`config.mk`:
```
export PLATFORM = sky130hd
export DESIGN_NAME = wb_progmem_banks_flat
export DESIGN_NICKNAME = d
export VERILOG_FILES = /design/src/rtl/wb_progmem_banks_if.sv /design/src/rtl/wb_progmem_banks.sv /design/src/flat_wrapper.sv
export SDC_FILE = /design/constraint.sdc
export NUM_CORES = 1
export LEC_CHECK = 0
export ABC_CLOCK_PERIOD_IN_PS = 3300
export CAP_MARGIN = 0
export CORE_AREA = 2 2 130 132
export CTS_CLUSTER_DIAMETER = 50
export CTS_CLUSTER_SIZE = 24
export DETAILED_ROUTE_END_ITERATION = 7
export DIE_AREA = 0 0 132 134
export GPL_TIMING_DRIVEN = 1
export PLACE_DENSITY = 0.8
export SLEW_MARGIN = 10
export SYNTH_ARGS = -nofsm -noshare
export SYNTH_HDL_FRONTEND = slang
export SYNTH_SLANG_ARGS = --single-unit
export TNS_END_PERCENT = 5
```
`constraint.sdc`:
```
create_clock -name wb_clk_i -period 3.3 [get_ports wb_clk_i]
set_input_delay 0.66 -clock wb_clk_i [delete_from_list [all_inputs] [get_ports wb_clk_i]]
set_output_delay 0.66 -clock wb_clk_i [all_outputs]
set_load 0.01 [all_outputs]
```
`src/rtl/wb_progmem_banks_if.sv`:
```
// Wishbone classic slave bus carried between the management SoC and wb_progmem_banks.
interface wb_progmem_banks_if;
  logic        wbs_cyc_i;
  logic        wbs_stb_i;
  logic        wbs_we_i;
  logic [3:0]  wbs_sel_i;
  logic [31:0] wbs_adr_i;
  logic [31:0] wbs_dat_i;
  logic        wbs_ack_o;
  logic [31:0] wbs_dat_o;

  modport master (
    output wbs_cyc_i, wbs_stb_i, wbs_we_i, wbs_sel_i, wbs_adr_i, wbs_dat_i,
    input  wbs_ack_o, wbs_dat_o
  );

  modport slave (
    input  wbs_cyc_i, wbs_stb_i, wbs_we_i, wbs_sel_i, wbs_adr_i, wbs_dat_i,
    output wbs_ack_o, wbs_dat_o
  );
endinterface

```
`src/rtl/wb_progmem_banks.sv`:
```
// Wishbone window onto NUM_BANKS 1rw1r program-memory macros, core fetch port and RUN/WP control.
// Define PROGMEM_CHECKSUM_EN to add a running checksum of committed writes at control + 4.
module wb_progmem_banks #(
  parameter int          NUM_BANKS = 2,
  parameter int          BANK_AW   = 9,
  parameter logic [31:0] BASE_ADDR = 32'h3000_0000,
  parameter int          BSEL_W    = 1
) (
  input  logic                        wb_clk_i,
  input  logic                        wb_rst_i,
  wb_progmem_banks_if.slave           wbs,
  output logic [NUM_BANKS-1:0]        bank_csb0,
  output logic                        bank_web0,
  output logic [3:0]                  bank_wmask0,
  output logic [BANK_AW-1:0]          bank_addr0,
  output logic [31:0]                 bank_din0,
  input  logic [32*NUM_BANKS-1:0]     bank_dout0,
  output logic [NUM_BANKS-1:0]        bank_csb1,
  output logic [BANK_AW-1:0]          bank_addr1,
  input  logic [32*NUM_BANKS-1:0]     bank_dout1,
  input  logic                        core_req,
  input  logic [BANK_AW+BSEL_W-1:0]   core_addr,
  output logic [31:0]                 core_data,
  output logic                        core_valid,
  output logic                        core_rst_o
);

  localparam int               CMP_LO      = BANK_AW + BSEL_W + 3;
  localparam logic [BSEL_W:0]  NUM_BANKS_W = (BSEL_W + 1)'(NUM_BANKS);

  typedef enum logic [1:0] {
    ST_IDLE = 2'd0,
    ST_MEM  = 2'd1,
    ST_WAIT = 2'd2,
    ST_ACK  = 2'd3
  } state_t;

  state_t               state_r, next_state_s;

  logic                 hit_s, ctrl_sel_s, bank_ok_s, ctrl_reg_s;
  logic [BSEL_W-1:0]    bus_bank_s;
  logic [BANK_AW-1:0]   bus_word_s;
  logic [31:0]          ctrl_rdata_s;

  logic                 ack_r;
  logic [31:0]          dat_o_r, dat_o_s;
  logic [NUM_BANKS-1:0] csb0_r, csb0_s;
  logic                 web0_r, web0_s;
  logic [3:0]           wmask0_r, wmask0_s;
  logic [BANK_AW-1:0]   addr0_r, addr0_s;
  logic [31:0]          din0_r, din0_s;
  logic [BSEL_W-1:0]    bank_r, bank_s;
  logic                 we_r, we_s;
  logic                 run_r, run_s, wp_r, wp_s, core_rst_r;

  logic [BSEL_W-1:0]    fetch_bank_s, fetch_bank_r;
  logic                 fetch_go_s, fetch_valid_r;
  logic                 unused_s;

  function automatic logic [NUM_BANKS-1:0] bank_sel_n(input logic [BSEL_W-1:0] b);
    logic [NUM_BANKS-1:0] m;
    for (int k = 0; k < NUM_BANKS; k++) begin
      m[k] = (b != BSEL_W'(k));
    end
    return m;
  endfunction

  function automatic logic [31:0] bank_word(input logic [32*NUM_BANKS-1:0] d,
                                            input logic [BSEL_W-1:0]      b);
    logic [31:0] w;
    w = 32'h0;
    for (int k = 0; k < NUM_BANKS; k++) begin
      w = w | ({32{b == BSEL_W'(k)}} & d[32*k +: 32]);
    end
    return w;
  endfunction

  assign hit_s      = wbs.wbs_cyc_i & wbs.wbs_stb_i &
                      (wbs.wbs_adr_i[31:CMP_LO] == BASE_ADDR[31:CMP_LO]);
  assign ctrl_sel_s = wbs.wbs_adr_i[CMP_LO-1];
  assign bus_bank_s = wbs.wbs_adr_i[BANK_AW+BSEL_W+1:BANK_AW+2];
  assign bus_word_s = wbs.wbs_adr_i[BANK_AW+1:2];
  assign bank_ok_s  = ({1'b0, bus_bank_s} < NUM_BANKS_W);
  assign unused_s   = ^wbs.wbs_adr_i[1:0];

`ifdef PROGMEM_CHECKSUM_EN
  logic [31:0] cks_r;
  logic        cks_add_s, cks_clr_s;

  function automatic logic [31:0] byte_masked(input logic [31:0] d, input logic [3:0] m);
    return d & {{8{m[3]}}, {8{m[2]}}, {8{m[1]}}, {8{m[0]}}};
  endfunction

  assign ctrl_reg_s   = ~wbs.wbs_adr_i[2];
  assign ctrl_rdata_s = wbs.wbs_adr_i[2] ? cks_r : {30'h0, wp_r, run_r};
`else
  assign ctrl_reg_s   = 1'b1;
  assign ctrl_rdata_s = {30'h0, wp_r, run_r};
`endif

  // Bus FSM state register.
  always_ff @(posedge wb_clk_i or posedge wb_rst_i) begin
    if (wb_rst_i) begin
      state_r <= ST_IDLE;
    end else begin
      state_r <= next_state_s;
    end
  end

  // Bus FSM next-state decode; every transaction runs to ACK even if cyc drops.
  always_comb begin
    next_state_s = state_r;
    case (state_r)
      ST_IDLE: begin
        if (hit_s) begin
          if (!ctrl_sel_s && bank_ok_s) begin
            next_state_s = ST_MEM;
          end else begin
            next_state_s = ST_ACK;
          end
        end else begin
          next_state_s = ST_IDLE;
        end
      end
      ST_MEM:  next_state_s = ST_WAIT;
      ST_WAIT: next_state_s = ST_ACK;
      ST_ACK:  next_state_s = ST_IDLE;
      default: next_state_s = ST_IDLE;
    endcase
  end

  // Next values of the registered bus, macro port-0 and control outputs.
  always_comb begin
    csb0_s   = '1;
    web0_s   = 1'b1;
    wmask0_s = wmask0_r;
    addr0_s  = addr0_r;
    din0_s   = din0_r;
    dat_o_s  = dat_o_r;
    bank_s   = bank_r;
    we_s     = we_r;
    run_s    = run_r;
    wp_s     = wp_r;
`ifdef PROGMEM_CHECKSUM_EN
    cks_add_s = 1'b0;
    cks_clr_s = 1'b0;
`endif
    case (state_r)
      ST_IDLE: begin
        if (hit_s && ctrl_sel_s) begin
          if (wbs.wbs_we_i && ctrl_reg_s && wbs.wbs_sel_i[0]) begin
            run_s = wbs.wbs_dat_i[0];
            wp_s  = wbs.wbs_dat_i[1];
`ifdef PROGMEM_CHECKSUM_EN
            cks_clr_s = wbs.wbs_dat_i[2];
`endif
          end else if (!wbs.wbs_we_i) begin
            dat_o_s = ctrl_rdata_s;
          end else begin
            dat_o_s = dat_o_r;
          end
        end else if (hit_s && !bank_ok_s) begin
          if (!wbs.wbs_we_i) begin
            dat_o_s = 32'h0;
          end else begin
            dat_o_s = dat_o_r;
          end
        end else if (hit_s) begin
          // A protected write still strobes the macro, but as a read whose data is dropped.
          csb0_s   = bank_sel_n(bus_bank_s);
          web0_s   = ~(wbs.wbs_we_i & ~wp_r);
          wmask0_s = wbs.wbs_sel_i;
          addr0_s  = bus_word_s;
          din0_s   = wbs.wbs_dat_i;
          bank_s   = bus_bank_s;
          we_s     = wbs.wbs_we_i;
`ifdef PROGMEM_CHECKSUM_EN
          cks_add_s = wbs.wbs_we_i & ~wp_r;
`endif
        end else begin
          csb0_s = '1;
        end
      end
      ST_WAIT: begin
        if (!we_r) begin
          dat_o_s = bank_word(bank_dout0, bank_r);
        end else begin
          dat_o_s = dat_o_r;
        end
      end
      default: begin
        csb0_s = '1;
      end
    endcase
  end

  // Registered bus, port-0 and control outputs.
  always_ff @(posedge wb_clk_i or posedge wb_rst_i) begin
    if (wb_rst_i) begin
      ack_r      <= 1'b0;
      dat_o_r    <= 32'h0;
      csb0_r     <= '1;
      web0_r     <= 1'b1;
      wmask0_r   <= 4'h0;
      addr0_r    <= '0;
      din0_r     <= 32'h0;
      bank_r     <= '0;
      we_r       <= 1'b0;
      run_r      <= 1'b0;
      wp_r       <= 1'b0;
      core_rst_r <= 1'b1;
    end else begin
      ack_r      <= (next_state_s == ST_ACK);
      dat_o_r    <= dat_o_s;
      csb0_r     <= csb0_s;
      web0_r     <= web0_s;
      wmask0_r   <= wmask0_s;
      addr0_r    <= addr0_s;
      din0_r     <= din0_s;
      bank_r     <= bank_s;
      we_r       <= we_s;
      run_r      <= run_s;
      wp_r       <= wp_s;
      core_rst_r <= ~run_r;
    end
  end

`ifdef PROGMEM_CHECKSUM_EN
  // Checksum of committed writes; a clear wins over an accumulate.
  always_ff @(posedge wb_clk_i or posedge wb_rst_i) begin
    if (wb_rst_i) begin
      cks_r <= 32'h0;
    end else if (cks_clr_s) begin
      cks_r <= 32'h0;
    end else if (cks_add_s) begin
      cks_r <= cks_r + byte_masked(wbs.wbs_dat_i, wbs.wbs_sel_i);
    end else begin
      cks_r <= cks_r;
    end
  end
`endif

  // The fetch strobe must reach the macro in the request cycle, so port 1 is driven combinationally.
  assign fetch_bank_s = core_addr[BANK_AW+BSEL_W-1:BANK_AW];
  assign fetch_go_s   = core_req & run_r & ({1'b0, fetch_bank_s} < NUM_BANKS_W);
  assign bank_csb1    = fetch_go_s ? bank_sel_n(fetch_bank_s) : '1;
  assign bank_addr1   = fetch_go_s ? core_addr[BANK_AW-1:0] : '0;

  // Fetch pipeline stage: remembers which bank answers in the next cycle.
  always_ff @(posedge wb_clk_i or posedge wb_rst_i) begin
    if (wb_rst_i) begin
      fetch_valid_r <= 1'b0;
      fetch_bank_r  <= '0;
    end else begin
      fetch_valid_r <= fetch_go_s;
      fetch_bank_r  <= fetch_go_s ? fetch_bank_s : fetch_bank_r;
    end
  end

  assign core_data = fetch_valid_r ? bank_word(bank_dout1, fetch_bank_r) : 32'h0;
  assign core_valid = fetch_valid_r;
  assign core_rst_o = core_rst_r;

  assign wbs.wbs_ack_o = ack_r;
  assign wbs.wbs_dat_o = dat_o_r;
  assign bank_csb0     = csb0_r;
  assign bank_web0     = web0_r;
  assign bank_wmask0   = wmask0_r;
  assign bank_addr0    = addr0_r;
  assign bank_din0     = din0_r;

endmodule

```
`src/flat_wrapper.sv`:
```
// flat-port wrapper written by rule: the top's interface ports become plain ports
module wb_progmem_banks_flat 
#(
  parameter int          NUM_BANKS = 2,
  parameter int          BANK_AW   = 9,
  parameter logic [31:0] BASE_ADDR = 32'h3000_0000,
  parameter int          BSEL_W    = 1
)
  (wb_clk_i, wb_rst_i, bank_csb0, bank_web0, bank_wmask0, bank_addr0, bank_din0, bank_dout0, bank_csb1, bank_addr1, bank_dout1, core_req, core_addr, core_data, core_valid, core_rst_o, wbs_wbs_cyc_i, wbs_wbs_stb_i, wbs_wbs_we_i, wbs_wbs_sel_i, wbs_wbs_adr_i, wbs_wbs_dat_i, wbs_wbs_ack_o, wbs_wbs_dat_o);
  wb_progmem_banks_if wbs_i ();
  input  logic wb_clk_i;
  input  logic wb_rst_i;
  output logic [NUM_BANKS-1:0] bank_csb0;
  output logic bank_web0;
  output logic [3:0] bank_wmask0;
  output logic [BANK_AW-1:0] bank_addr0;
  output logic [31:0] bank_din0;
  input  logic [32*NUM_BANKS-1:0] bank_dout0;
  output logic [NUM_BANKS-1:0] bank_csb1;
  output logic [BANK_AW-1:0] bank_addr1;
  input  logic [32*NUM_BANKS-1:0] bank_dout1;
  input  logic core_req;
  input  logic [BANK_AW+BSEL_W-1:0] core_addr;
  output logic [31:0] core_data;
  output logic core_valid;
  output logic core_rst_o;
  input wire logic [$bits(wbs_i.wbs_cyc_i)-1:0] wbs_wbs_cyc_i;
  input wire logic [$bits(wbs_i.wbs_stb_i)-1:0] wbs_wbs_stb_i;
  input wire logic [$bits(wbs_i.wbs_we_i)-1:0] wbs_wbs_we_i;
  input wire logic [$bits(wbs_i.wbs_sel_i)-1:0] wbs_wbs_sel_i;
  input wire logic [$bits(wbs_i.wbs_adr_i)-1:0] wbs_wbs_adr_i;
  input wire logic [$bits(wbs_i.wbs_dat_i)-1:0] wbs_wbs_dat_i;
  output wire logic [$bits(wbs_i.wbs_ack_o)-1:0] wbs_wbs_ack_o;
  output wire logic [$bits(wbs_i.wbs_dat_o)-1:0] wbs_wbs_dat_o;
  assign wbs_i.wbs_cyc_i = wbs_wbs_cyc_i;
  assign wbs_i.wbs_stb_i = wbs_wbs_stb_i;
  assign wbs_i.wbs_we_i = wbs_wbs_we_i;
  assign wbs_i.wbs_sel_i = wbs_wbs_sel_i;
  assign wbs_i.wbs_adr_i = wbs_wbs_adr_i;
  assign wbs_i.wbs_dat_i = wbs_wbs_dat_i;
  assign wbs_wbs_ack_o = wbs_i.wbs_ack_o;
  assign wbs_wbs_dat_o = wbs_i.wbs_dat_o;
  wb_progmem_banks #(.NUM_BANKS(NUM_BANKS), .BANK_AW(BANK_AW), .BASE_ADDR(BASE_ADDR), .BSEL_W(BSEL_W)) u_core (.wb_clk_i(wb_clk_i), .wb_rst_i(wb_rst_i), .wbs(wbs_i), .bank_csb0(bank_csb0), .bank_web0(bank_web0), .bank_wmask0(bank_wmask0), .bank_addr0(bank_addr0), .bank_din0(bank_din0), .bank_dout0(bank_dout0), .bank_csb1(bank_csb1), .bank_addr1(bank_addr1), .bank_dout1(bank_dout1), .core_req(core_req), .core_addr(core_addr), .core_data(core_data), .core_valid(core_valid), .core_rst_o(core_rst_o));
endmodule
```
==> impl_metrics.tcl <==
set metrics [dict create \
    status "finished clean" \
    syn_area_per_cell_um2 12.65 \
    maxCapViolCount 0 \
    wl_per_cell_um 16.80 \
    ys_seq_area_frac 0.4809 \
    num_rows 47 \
    path_clk_slew_ns 0.07 \
    grt.met2_usage 0.2896 \
    fin_cells 929 \
    cp_data_required_time_ns 2.64 \
    hold_buffers 0 \
    relSlewSlack 0.3975 \
    synth_most_common_cell "dfrtp_1" \
    synth_async_sr_flop_share 1.000 \
    dpl.hpwl_um 12410 \
    maxClockFrequency_mhz 357.7 \
    grt_pass1_vias 4344 \
    ant_nets 0 \
    synth_top_area_cell "dfrtp_1" \
    core-area_um2 16290 \
    path_class "primary input to primary output" \
    rsz0062_at_grt "no" \
    top_usage_layer "met2" \
    ys.flop_type "dfrtp_1" \
    ys_types 28 \
    grt.overflow.total 0 \
    synthCells 371 \
    power_mw 2.481 \
    finalWirelength_um 15600 \
    drive_gt1_frac 0.1636 \
    viasPerCell 4.367 \
    reg2reg_from "u_core.state_r[0]" \
    postLayoutCellArea_um2 8598 \
    cts_buffer_depth 2 \
    cts_resized 0 \
    syn_nets 586 \
    antenna_found_initial 0 \
    use_met1 0.2216 \
    ys_top_cells_by_area "dfrtp_1, mux2_2, mux2i_1" \
    ios 338 \
    critPathArrivalTime_ns 2.14 \
    port_buffers 335 \
    worstPathMaxFanout 10 \
    synth_top_area_frac 0.4585 \
    cts.sinks 90 \
    yosysWarnings 0 \
    grtUsageTotal 0.1757 \
    reg2reg_slack_ns 1.39 \
    setup_viol 0 \
    hold_viol_final 0 \
    n_fill_cell 1443 \
    max_stage_delay_ns 0.59 \
    synth_seq_cells 90 \
    hold_path.class "flip-flop to flip-flop" \
    synth_commonest_cells "dfrtp_1, mux2_2, mux2i_1" \
    gp_congestion 0.7457 \
    area_growth_pct 83.20 \
    route.detailed.drc 0 \
    synth_edf_count 0 \
    fin_crit_ns 2.796 \
    p_leak_nw 3.801 \
    crit_start "core_req" \
    drtIter0Drc 112 \
    path_common_cell "clkdlybuf4s50_1" \
    cp-start-kind "primary input" \
    place_area_um2 8292 \
    layout.nets 919 \
    grt.met3_usage 0.04951 \
    tns_ns 0 \
    fin_crit_sh 0.8472 \
    grt_pass1_wl_um 24520 \
    cts_max_level 3 \
    die_w_um 132 \
    clock-root-buffer "clkbuf_16" \
    firstDrtPassIters 4 \
    slowest_stage "clkdlybuf4s50_1" \
    slew_viol_final 0 \
    syn_area_um2 4693 \
    cts_tree "built" \
    cp_top_family "buffers and inverters" \
    grt_max_degree 43 \
    die_h_um 134 \
    vias 4057 \
    crit_chain "clkdlybuf4s50_1 -> and2_1 -> nand2_1 -> clkdlybuf4s50_1" \
    antenna_cells 0 \
    cts_setup_buffers 0 \
    dp.cells 913 \
    dieArea_um2 17690 \
    critPathCaptureType "primary output" \
    worst_slew_pin_slew_ns 0.9038 \
    hold_start "u_core.wbs.wbs_dat_o[23]" \
    path_buf_inv 2 \
    pwr_density_cell_nw_per_um2 288.6 \
    clkLatencyLatePin_ns 0.34 \
    fin_skew_ns 0.01063 \
    peakVddDrop_mv 0.2104 \
    cts_buffers 9 \
    start_util 0.2881 \
]
==> where the power goes <==
part / switching, mW / internal, mW
clock network: 0.451 / 0.615
registers: 0.00000723 / 1.10
logic: 0.0766 / 0.235
==> final cells by class <==
cell class	instances	area [um2]	share of cell area
clock buffers	11	242.7	0.02823
clock inverters	5	63.81	0.007421
inverters	7	28.78	0.003347
multi-input cells	250	2256	0.2624
flip-flops and latches	90	2258	0.2627
well taps	220	275.3	0.03201
repair buffers	346	3473	0.4040
==> kinds of logic (layout without fill, tap and decap cells) <==
logic type | after synthesis | after routing | share of synthesized area
muxes | 146 | 146 | 0.3332
and+or+nand+nor | 94 | 94 | 0.1258
DFF | 90 | 90 | 0.4809
buffers and inverters | 31 | 369 | 0.03839
AOI/OAI and AO/OA | 7 | 7 | 0.01360
adders and majority gates | 3 | 3 | 0.007999
==> placed cells by master, fill, tap and decap left out, types with 3 or more instances in the layout <==
cell type | synthesis | routed
dfrtp_1 | 86 | 85
clkdlybuf4s50_1 | 0 | 335
nor2b_1 | 63 | 63
buf_12 | 0 | 3
nor2_1 | 4 | 4
buf_4 | 0 | 8
clkbuf_16 | 0 | 9
nand2_1 | 4 | 4
dfstp_2 | 4 | 4
mux2_2 | 80 | 80
nor4_1 | 5 | 5
inv_1 | 7 | 6
and3_1 | 9 | 9
mux2i_1 | 64 | 64
ha_1 | 3 | 3
==> through the flow <==
| stage | worst slack, ns | hold WS [ns] | utilization |
|---|---|---|---|
| floorplan | 0.3114 | 0.4594 | - |
| global placement | 0.2295 | 0.4735 | 0.5090 |
| detailed placement | 0.2170 | 0.4825 | 0.5090 |
| CTS | 0.5039 | 0.4981 | 0.5278 |
| global route | 0.4041 | 0.5213 | 0.5278 |
| finish | 0.5041 | 0.4983 | 0.5278 |
==> worst reg2reg max path, cell delays in order (launching register included) <==
cell	delay, ns
dfrtp_1	0.36
inv_1	0.10
ha_1	0.23
o2111ai_1	0.19
o31ai_4	0.28
buf_4	0.28
mux2_1	0.36
==> layer usage <==
layer	part of all wire	wire length (um)	vias to the layer above
met1	0.43	6742	1928
met5	0	0	-
met3	0.064	1003	19
met4	0.019	289	0
met2	0.49	7569	152
li1	-	-	1958
==> registers in the layout (all words and copies together), names as in the netlist <==
register	flops
u_core.bank_r	1
u_core.wp_r	1
u_core.core_valid	1
u_core.bank_din0	32
u_core.core_rst_o	1
u_core.wbs.wbs_dat_o	32
u_core.bank_web0	1
u_core.fetch_bank_r	1
u_core.bank_addr0	9
u_core.we_r	1
u_core.run_r	1
u_core.bank_wmask0	4
u_core.state_r	2
u_core.bank_csb0	2
u_core.wbs.wbs_ack_o	1
==> path summary, 6_finish.rpt <==
| check | cells after the start | end |
|---|---|---|
| min | 1 | u_core.wbs.wbs_dat_o[23] |
| max | 4 | bank_csb1[1] |
| min in group asynchronous | 2 | u_core.bank_wmask0[1] |
| max in group asynchronous | 3 | u_core.bank_csb0[0] |
| max reg2reg | 6 | u_core.wbs.wbs_dat_o[24] |
| min reg2reg | 1 | u_core.wbs.wbs_dat_o[23] |
Power figures use the tool's default switching activity.
